`src/rtl/unsigned_approx_div_16by8_l4.sv`:
```
// Sequential unsigned 16/8 restoring divider; the L quotient LSBs are skipped and read as zero.
// Define DIV_REM_OUT_EN to expose the remainder on port r.
module unsigned_approx_div_16by8_l4 #(
    parameter int L = 4
) (
    input  logic        clk,
    input  logic        rst,
    input  logic        in_valid,
    output logic        in_ready,
    input  logic [15:0] z,
    input  logic [7:0]  y,
    output logic        out_valid,
    input  logic        out_ready,
    output logic [7:0]  q,
    output logic        ovf
`ifdef DIV_REM_OUT_EN
    ,
    output logic [7:0]  r
`endif
);

    typedef enum logic [1:0] {
        IDLE,
        CALC,
        DONE
    } state_t;

    localparam logic [2:0] LAST = 3'(L);

    state_t     state;
    logic [7:0] div;
    logic [7:0] zlow;
    logic [7:0] rem;
    logic [2:0] cnt;

    logic [8:0] trial;
    logic       fits;
    logic [7:0] rem_next;

    assign in_ready = (state == IDLE) && !rst;

    // rem < div on entry, so the shifted trial fits in 9 bits and the new remainder fits in 8.
    always_comb begin
        trial    = {rem, zlow[cnt]};
        fits     = trial >= {1'b0, div};
        rem_next = fits ? 8'(trial - {1'b0, div}) : trial[7:0];
    end

    always_ff @(posedge clk) begin
        if (rst) begin
            state     <= IDLE;
            out_valid <= 1'b0;
            q         <= 8'h00;
            ovf       <= 1'b0;
            cnt       <= 3'd0;
            div       <= 8'h00;
            zlow      <= 8'h00;
            rem       <= 8'h00;
`ifdef DIV_REM_OUT_EN
            r         <= 8'h00;
`endif
        end else begin
            case (state)
                IDLE: begin
                    if (in_valid) begin
                        div  <= y;
                        zlow <= z[7:0];
                        rem  <= z[15:8];
                        // A high byte at or above the divisor means the quotient needs more than 8 bits.
                        if (y == 8'h00 || z[15:8] >= y) begin
                            q         <= 8'hFF;
                            ovf       <= 1'b1;
                            out_valid <= 1'b1;
                            state     <= DONE;
`ifdef DIV_REM_OUT_EN
                            r         <= 8'h00;
`endif
                        end else begin
                            q     <= 8'h00;
                            ovf   <= 1'b0;
                            cnt   <= 3'd7;
                            state <= CALC;
                        end
                    end
                end
                CALC: begin
                    rem <= rem_next;
                    if (fits) begin
                        q[cnt] <= 1'b1;
                    end
                    if (cnt == LAST) begin
                        state     <= DONE;
                        out_valid <= 1'b1;
`ifdef DIV_REM_OUT_EN
                        r         <= rem_next;
`endif
                    end else begin
                        cnt <= cnt - 3'd1;
                    end
                end
                DONE: begin
                    if (out_ready) begin
                        out_valid <= 1'b0;
                        state     <= IDLE;
                    end
                end
                default: state <= IDLE;
            endcase
        end
    end

endmodule
```
`config.mk`:
```
export PLATFORM = sky130hd
export DESIGN_NAME = unsigned_approx_div_16by8_l4
export DESIGN_NICKNAME = d
export VERILOG_FILES = /design/src/rtl/unsigned_approx_div_16by8_l4.sv
export SDC_FILE = /design/constraint.sdc
export NUM_CORES = 1
export LEC_CHECK = 0
export CORE_UTILIZATION = 36
export DETAILED_ROUTE_END_ITERATION = 8
export SYNTH_ARGS = -nofsm -noshare
export SYNTH_HDL_FRONTEND = slang
export SYNTH_SLANG_ARGS = --single-unit
```
`constraint.sdc`:
```
create_clock -name clk -period 2.8 [get_ports clk]
set_input_delay 0.56 -clock clk [delete_from_list [all_inputs] [get_ports clk]]
set_output_delay 0.56 -clock clk [all_outputs]
set_load 0.02 [all_outputs]
```
; Yosys cells after proc, flatten, opt, wreduce, memory -nomap -nowiden
; Index checks and enable logic that the tools add are counted.
[word_totals]
regBits = 39
inputBits = 28
output_inout_bits = 11
word_cells = 65
[op_classes]
addsub = 2
n_lt_le_gt_ge = 4
eq_ne = 10
mux = 26
bitwise = 1
reduce_logical = 14
[op_table]
columns = operator, n
row1 = 8-bit two-way mux, 5
row2 = 8-bit one-hot mux with 2 select lines, 2
row3 = "2-bit != test, second input constant", 6
row4 = 9-bit by 8-bit greater-or-equal comparator with 1-bit output, 1
row5 = 3-bit two-way mux, 3
row6 = 8-bit greater-or-equal comparator, 1
row7 = 8-bit zero test, 1
row8 = 2-bit two-way mux, 4
row9 = 8-bit bitwise OR, 1
row10 = 8-bit subtractor, 1
row11 = 1-bit two-way mux, 7
row12 = 2-bit one-hot mux with 3 select lines, 1
row13 = 3-bit one-hot mux with 2 select lines, 1
row14 = 3-bit AND reduction, 2
row15 = 5-bit AND reduction, 1
row16 = "3-bit by 4-bit less-than comparator with 1-bit output, second input constant", 1
row17 = 2-bit AND reduction, 2
row18 = 4-bit AND reduction, 1
row19 = 1-bit binary-select mux with 3-bit select, 1
row20 = 1-bit demux with 3-bit select, 1
row21 = "3-bit equality test, second input constant", 1
row22 = "3-bit by 1-bit greater-or-equal comparator with 1-bit output, second input constant", 1
row23 = 1-bit one-hot mux with 3 select lines, 1
row24 = 3-bit nonzero test, 1
row25 = other kinds (9), 10

; Logic depth before layout (Yosys ltp)
; Gate-level depths: netlist (run 1).
[logic_depth]
word_depth = 7
mapped_depth = 13
depth_no_buf = 12

; Worst setup path before layout (run 1)
; Ideal clock, no wire load.
[synth_timing]
path_type = register to register
start = reg cnt[0]
end = reg rem[4]
setup_time_ps = 130
t_arrival_ps = 2792
required_ps = 2670
setup_slack_ps = -122
path_stages_with_launch = 13
path_buffers = 1
period_less_slack_ps = 2922
cell_sequence = dfxtp_1 clkbuf_1 mux2i_1 a211o_1 o311a_1 ha_1 fa_1 or2b_1 a21oi_1 xor2_1 mux2_4 a221oi_2 nor3_2
[synth_via]
elab_chain_len = 5
word_cells_on_any_way = 6
classes_between = add/sub: 1 / order compare: 1 / mux: 4
[synth_rtl]
columns = element, line_no
row1 = "start, declared", 34  ; logic [2:0] cnt;
row2 = "start signal, assigned", 98  ; cnt <= cnt - 3'd1;
row3 = 1-bit binary-select mux with 3-bit select *, 44  ; trial = {rem, zlow[cnt]};
row4 = 1-bit two-way mux (implied by the code) *, 44
row5 = 8-bit subtractor / 9-bit by 8-bit greater-or-equal comparator with 1-bit output (equally long branches), "46, 45"
row6 = 8-bit two-way mux *, 46  ; rem_next = fits ? 8'(trial - {1'b0, div}) : trial[7:0];
row7 = 8-bit one-hot mux with 2 select lines *, 63  ; case (state)
row8 = "end signal, assigned", 68  ; rem <= z[15:8];
row9 = "end signal, assigned", 87  ; rem <= rem_next;
row10 = "end, declared", 33  ; logic [7:0] rem;
; Every way passes the cells marked *; elsewhere a longest branch is shown, timed or not. The select of a mux whose other input is x is not followed.
; A chain may end at the register's enable or synchronous reset.

; Final worst setup path (run 1)
; Ends and elaborated chain as after synthesis.

==> results of run 1 <==
where the power goes:
part	switching, uW	leakage, uW	internal (uW)
Sequential	92.2	0.000323	663
Combinational	695	0.00101	688
Clock	210	0.0000412	174
logic make-up (layout without fill, tap and decap cells):
| family | after synthesis | count (layout) | synth area share [%] |
|---|---|---|---|
| compound gates | 80 | 80 | 24.42 |
| xor+xnor | 5 | 5 | 1.807 |
| fa+ha+maj | 19 | 19 | 10.12 |
| buf+inv | 40 | 107 | 6.660 |
| flops | 39 | 39 | 32.21 |
| mux | 9 | 9 | 4.078 |
| simple gates | 105 | 105 | 20.70 |
sequential cells by signal (all words and copies together) (netlist names):
register / flops
cnt: 3
div: 8
out_valid: 1
ovf: 1
q: 8
rem: 8
state: 2
zlow: 8
cells in the final DEF, fill, tap and decap left out, types with 2 or more instances in the layout:
cell	instances
o311a_1	10
dfxtp_2	2
and3_1	3
nor2b_1	2
dfxtp_1	36
nor4_1	2
o21ai_0	8
clkbuf_8	5
nor2_1	16
o211ai_1	2
a21oi_2	3
buf_4	33
nor3_1	12
o21a_1	3
or3_1	9
nand2b_1	4
inv_1	23
a221oi_2	3
nand3_1	7
nand2_1	42
a221oi_1	4
mux2_2	3
clkdlybuf4s50_1	38
a211o_1	3
a21oi_1	25
a211oi_1	4
ha_1	17
a21o_1	4
xor2_1	4
mux2i_1	4
buf_6	4
metal layers:
| layer | track usage, % | up-vias | wire (um) |
|---|---|---|---|
| li1 | - | 1193 | - |
| met1 | 28.48 | 1075 | 3335 |
| met2 | 28.09 | 50 | 2743 |
| met3 | 3.165 | 6 | 217 |
| met4 | 4.702 | 0 | 66 |
| met5 | 0 | - | 0 |
area by class of cell:
| type | instances | area share (%) |
|---|---|---|
| multi-input combinational | 218 | 47.07 |
| sequential | 39 | 24.05 |
| timing repair buffer | 75 | 20.57 |
| tap | 77 | 2.945 |
| inverter | 24 | 2.753 |
| clock buffer | 6 | 2.218 |
| clock inverter | 2 | 0.3824 |
worst max path at each step:
stage / start / endpoint / depth (start not counted)
global placement: cnt[0] / rem[3] / 10
finish: cnt[0] / rem[4] / 12
global route: cnt[0] / rem[4] / 12
floorplan: cnt[1] / rem[4] / 12
CTS: cnt[0] / rem[4] / 12
detailed placement: cnt[0] / rem[3] / 11
what timing repair did:
action,4_1_cts,5_1_grt
buffers inserted,3,3
gates resized for setup,6,16
setup endpoints to repair,16,12
pin swaps,3,20
worst min-delay path, stage by stage, from the launching register on:
cell	delay, ps
dfxtp_1	310
nand2_1	50
a21oi_1	50
metrics by stage:
stage / setup TNS [ps] / utilization, % / instance area [sq um] / total power (uW)
after floorplan: 0 / - / 2426 / 1583
after global placement: -3001 / 47.71 / 3064 / 1941
after detailed placement: -4378 / 47.71 / 3064 / 1954
after CTS: 0 / 49.70 / 3192 / 2403
after global routing: -189.9 / 50.94 / 3272 / 2703
final: 0 / 50.94 / 3272 / 2521
==> impl_metrics.tcl, run 1 <==
set metrics [dict create \
    status "complete, but fails checks" \
    violations "design-rule violations" \
    min_path_type "flip-flop to flip-flop" \
    path_clk_slew_ps 80 \
    cts_tree "done" \
    cts_inserted_buffers 5 \
    antenna_found_initial 0 \
    dpl.cell_count 427 \
    finalClockSkew_ps 6.917 \
    synth_common_cells "42 x nand2_1, 39 x dfxtp_1, 27 x a21oi_1" \
    grt_pass1_vias 2212 \
    worstPathCellList "mux2i_1 > a211o_1 > o311a_1 > ha_2 > buf_6 > fa_2 > or2b_1 > a21oi_2 > xor2_1 > mux2_4 > a221oi_2 > nor3_2" \
    start_util_pct 37.74 \
    multiInputGateArea_sq_um 1540 \
    cap_violations 0 \
    routabilityCongestion 0.8408 \
    die_w_um 84.05 \
    grt_pass1_wl_um 10710 \
    peakVddDrop_uv 251.8 \
    max_stage_delay_ps 380 \
    clk_latency_ps 300 \
    routedWlPerCell_um 14.43 \
    rsz0062_at_grt "true" \
    hold_start "div[5]" \
    worstMarginPinSlew_ps 664.5 \
    grt_max_degree 35 \
    dp_hpwl_um 4691 \
    start_kind "flip-flop" \
    rr_worst_depth 12 \
    grt_overflow 0 \
    worstPathBufferInverterCount 1 \
    endpoint_kind "flip-flop" \
    ios 39 \
    fin_crit_ps 2753 \
    layoutNonFillerInstCount 441 \
    drt_first_pass_iters 7 \
    hold_buffers 0 \
    drc_errors 4 \
    clk_path_buf_depth 2 \
    max-slew-margin-rel_pct 55.65 \
    drv_slew 0 \
    crit_fanout 6 \
    yosysWarnings 0 \
    synth.avg_cell_area_sq_um 8.160 \
    p_leak_uw 0.001371 \
    hold_end "div[5]" \
    r2r-start "cnt[0]" \
    grt_util_all_layers_pct 19.04 \
    post-route-period-util_pct 98.32 \
    slowest_stage "dfxtp_4" \
    layout.area.seq_sq_um 787.0 \
    drt_iter0_drc 105 \
    pre_cts_ws_ps -396.5 \
    crit_family "compound AO/OA/AOI/OAI gates" \
    holdWs_ps 458.4 \
    required_ps 2980 \
    htreeDepth 2 \
    final_layout_size_suffix_gt1_share_pct 19.78 \
    yosysMostFrequentCell "nand2_1" \
    critPathKind "flip-flop to flip-flop" \
    cts-root-buf "clkbuf_8" \
    antenna_left 0 \
    nFillCells 614 \
    r2r_end "rem[4]" \
    viasPerCell 5.270 \
    setup_viol 0 \
    worst_ep_arrival_time_ps 2940 \
    powerDensity_nw_per_um2 770.6 \
    die_height_um 84.05 \
    die-area_sq_um 7064 \
    clock_sinks 39 \
    nets 410 \
    core_sq_um 6422 \
    synth_ff_type "dfxtp_1" \
    synthTopCellsByArea "dfxtp_1 32%, ha_1 9.3%, nand2_1 6.5%, a21oi_1 5.6%, o311a_1 4.1%" \
    fmax_mhz 363.2 \
    ys_ff_latch 39 \
    hold_violations 0 \
    worst_slack_ps 46.99 \
    synth_top_area_share_pct 32.21 \
    synth.largest_area_cell "dfxtp_1" \
    synth_cell_type_count 47 \
    hold_depth 2 \
    portBuffers 38 \
    synth_cells 297 \
    r2r_slack_ps 50 \
    seq_area_frac_synth_pct 32.21 \
    syn_area_sq_um 2424 \
    synthArstFlopShare_pct 0 \
    diodes 0 \
    synth_edf_count 0 \
    vias 2324 \
    rows 29 \
    areaGrowthSynthToFinish_pct 35.00 \
    wirelength_um 6362 \
    synth_nets 344 \
]
(Power assumes the default switching activity.)
==> run 2, diff against run 1 <==
--- a/config.mk
+++ b/config.mk
@@ -10,3 +10,4 @@
 export SYNTH_ARGS = -nofsm -noshare
 export SYNTH_HDL_FRONTEND = slang
 export SYNTH_SLANG_ARGS = --single-unit
+export TNS_END_PERCENT = 50
==> constraint.sdc (replaced) <==
create_clock -name clk -period 3.2 [get_ports clk]
set_input_delay 0.64 -clock clk [delete_from_list [all_inputs] [get_ports clk]]
set_output_delay 0.64 -clock clk [all_outputs]
set_load 0.02 [all_outputs]
==> impl_metrics.tcl, run 2 (synthesized netlist as in run 1, its figures left out) <==
set metrics [dict create \
    die-area_sq_um 7064 \
    stdcell_area_sq_um 3042 \
    worstPathBufferInverterCount 0 \
    clk_latency_ps 300 \
    routedWlPerCell_um 14.84 \
    fin_crit_ps 3005 \
    core_sq_um 6422 \
    worst_slack_ps 195.0 \
    viasPerCell 5.333 \
    grt_pass1_wl_um 10540 \
    min_path_type "flip-flop to flip-flop" \
    grt_use_met1_pct 27.59 \
    start_kind "flip-flop" \
    crit_family "compound AO/OA/AOI/OAI gates" \
    status "complete, but fails checks" \
    max_stage_delay_ps 510 \
    max-slew-margin-rel_pct 62.06 \
    drt_iter0_drc 190 \
    vias 2224 \
    areaGrowthSynthToFinish_pct 25.50 \
    post-route-period-util_pct 93.91 \
    grt_util_all_layers_pct 18.67 \
    finalClockSkew_ps 8.027 \
    worst_ep_arrival_time_ps 3190 \
    grt-busiest-layer "met2" \
    hold_violations 0 \
    final_common_cell "nand2_1" \
    ios 39 \
    grt_pass1_vias 2163 \
    fmax_mhz 332.8 \
    nets 386 \
    grt_use_met3_pct 2.868 \
    grt_max_degree 35 \
    cts_inserted_buffers 5 \
    critPathKind "flip-flop to flip-flop" \
    pre_cts_ws_ps 168.3 \
    required_ps 3390 \
    rows 29 \
    fin_util_pct 47.36 \
    drt_first_pass_iters 6 \
    clk_path_buf_depth 2 \
    portBuffers 38 \
    hold_buffers 0 \
    htreeDepth 2 \
    clock_sinks 39 \
    final_cell_mix "42 x nand2_1, 39 x dfxtp_1, 38 x clkdlybuf4s50_1, 27 x a21oi_1, 24 x inv_1" \
    dpl_cell_area_sq_um 2929 \
    worstMarginPinSlew_ps 568.5 \
    die_w_um 84.05 \
    cts-root-buf "clkbuf_8" \
    rsz0062_at_grt "false" \
    slowest_stage "dfxtp_1" \
    start_util_pct 37.74 \
    diodes 0 \
    violations "design-rule violations" \
    peakVddDrop_uv 288.8 \
    post_cts_resized 0 \
    die_height_um 84.05 \
    path_clk_slew_ps 90 \
    cap_violations 0 \
    p_leak_uw 0.001259 \
    worstPathCellList "mux2i_1 > a211o_1 > o311a_1 > ha_1 > fa_1 > or2b_1 > a21oi_1 > xor2_1 > mux2_4 > a221oi_2 > nor3_2" \
    tns_ps 0 \
    wirelength_um 6189 \
    cts_tree "done" \
    endpoint_kind "flip-flop" \
    antenna_left 0 \
    setup_viol 0 \
    met2_usage_pct 27.72 \
    drv_slew 0 \
    dp_hpwl_um 4669 \
    cts_setup_buffers 0 \
    powerDensity_nw_per_um2 692.5 \
    nFillCells 635 \
    final_layout_size_suffix_gt1_share_pct 10.59 \
    grt_overflow 0 \
    crit_fanout 8 \
    drc_errors 2 \
    routabilityCongestion 0.8602 \
    antenna_found_initial 0 \
]
run 2: changes by cell type in the layout (fill, tap and decap cells not counted), sizes merged:
cell / previous run / this run
clkinv: 1 / 2
buf: 37 / 13
clkbuf: 6 / 5
clkinvlp: 1 / 0
bufinv: 0 / 1
run 2: path summary, 6_finish.rpt:
| kind | from | end | slack, ps | depth (start not counted) |
|---|---|---|---|---|
| max | cnt[0] | rem[4] | 200 | 11 |
| min | zlow[1] | zlow[1] | 460 | 2 |
| max reg2reg | cnt[0] | rem[4] | 200 | 11 |
| min reg2reg | zlow[1] | zlow[1] | 460 | 2 |
run 2: area by class of cell:
type / instances / area, sq um / area share, %
timing repair buffer: 51 / 478.0 / 15.71
inverter: 24 / 90.09 / 2.962
clock buffer: 5 / 68.82 / 2.262
tap: 77 / 96.34 / 3.167
multi-input combinational: 218 / 1484 / 48.79
clock inverter: 3 / 43.79 / 1.440
sequential: 39 / 780.7 / 25.67
run 2: layer usage:
layer | wire length [um] | part of all wire [%]
met3 | 259 | 4.2
met2 | 2621 | 42
met1 | 3223 | 52
met5 | 0 | 0
met4 | 83 | 1.3
run 2: through the flow:
step                total power, uW  instances  hold slack [ps]
floorplan                      1384        297            435.7
global placement               1673        409            445.5
detailed placement             1684        409            450.5
CTS                            2112        417            461.2
global route                   2251        417            483.4
finish                         2106        417            459.6
run 2: worst min-delay path: stages (launching register included):
cell,delay [ps]
dfxtp_1,320
nand2_1,50
a21oi_1,50
run 2: report_power, final:
part           switching, uW  total [uW]  internal (uW)
Combinational            536        1010            478
Sequential              85.5         663            577
Clock                    197         429            232
Total                    819        2110           1290
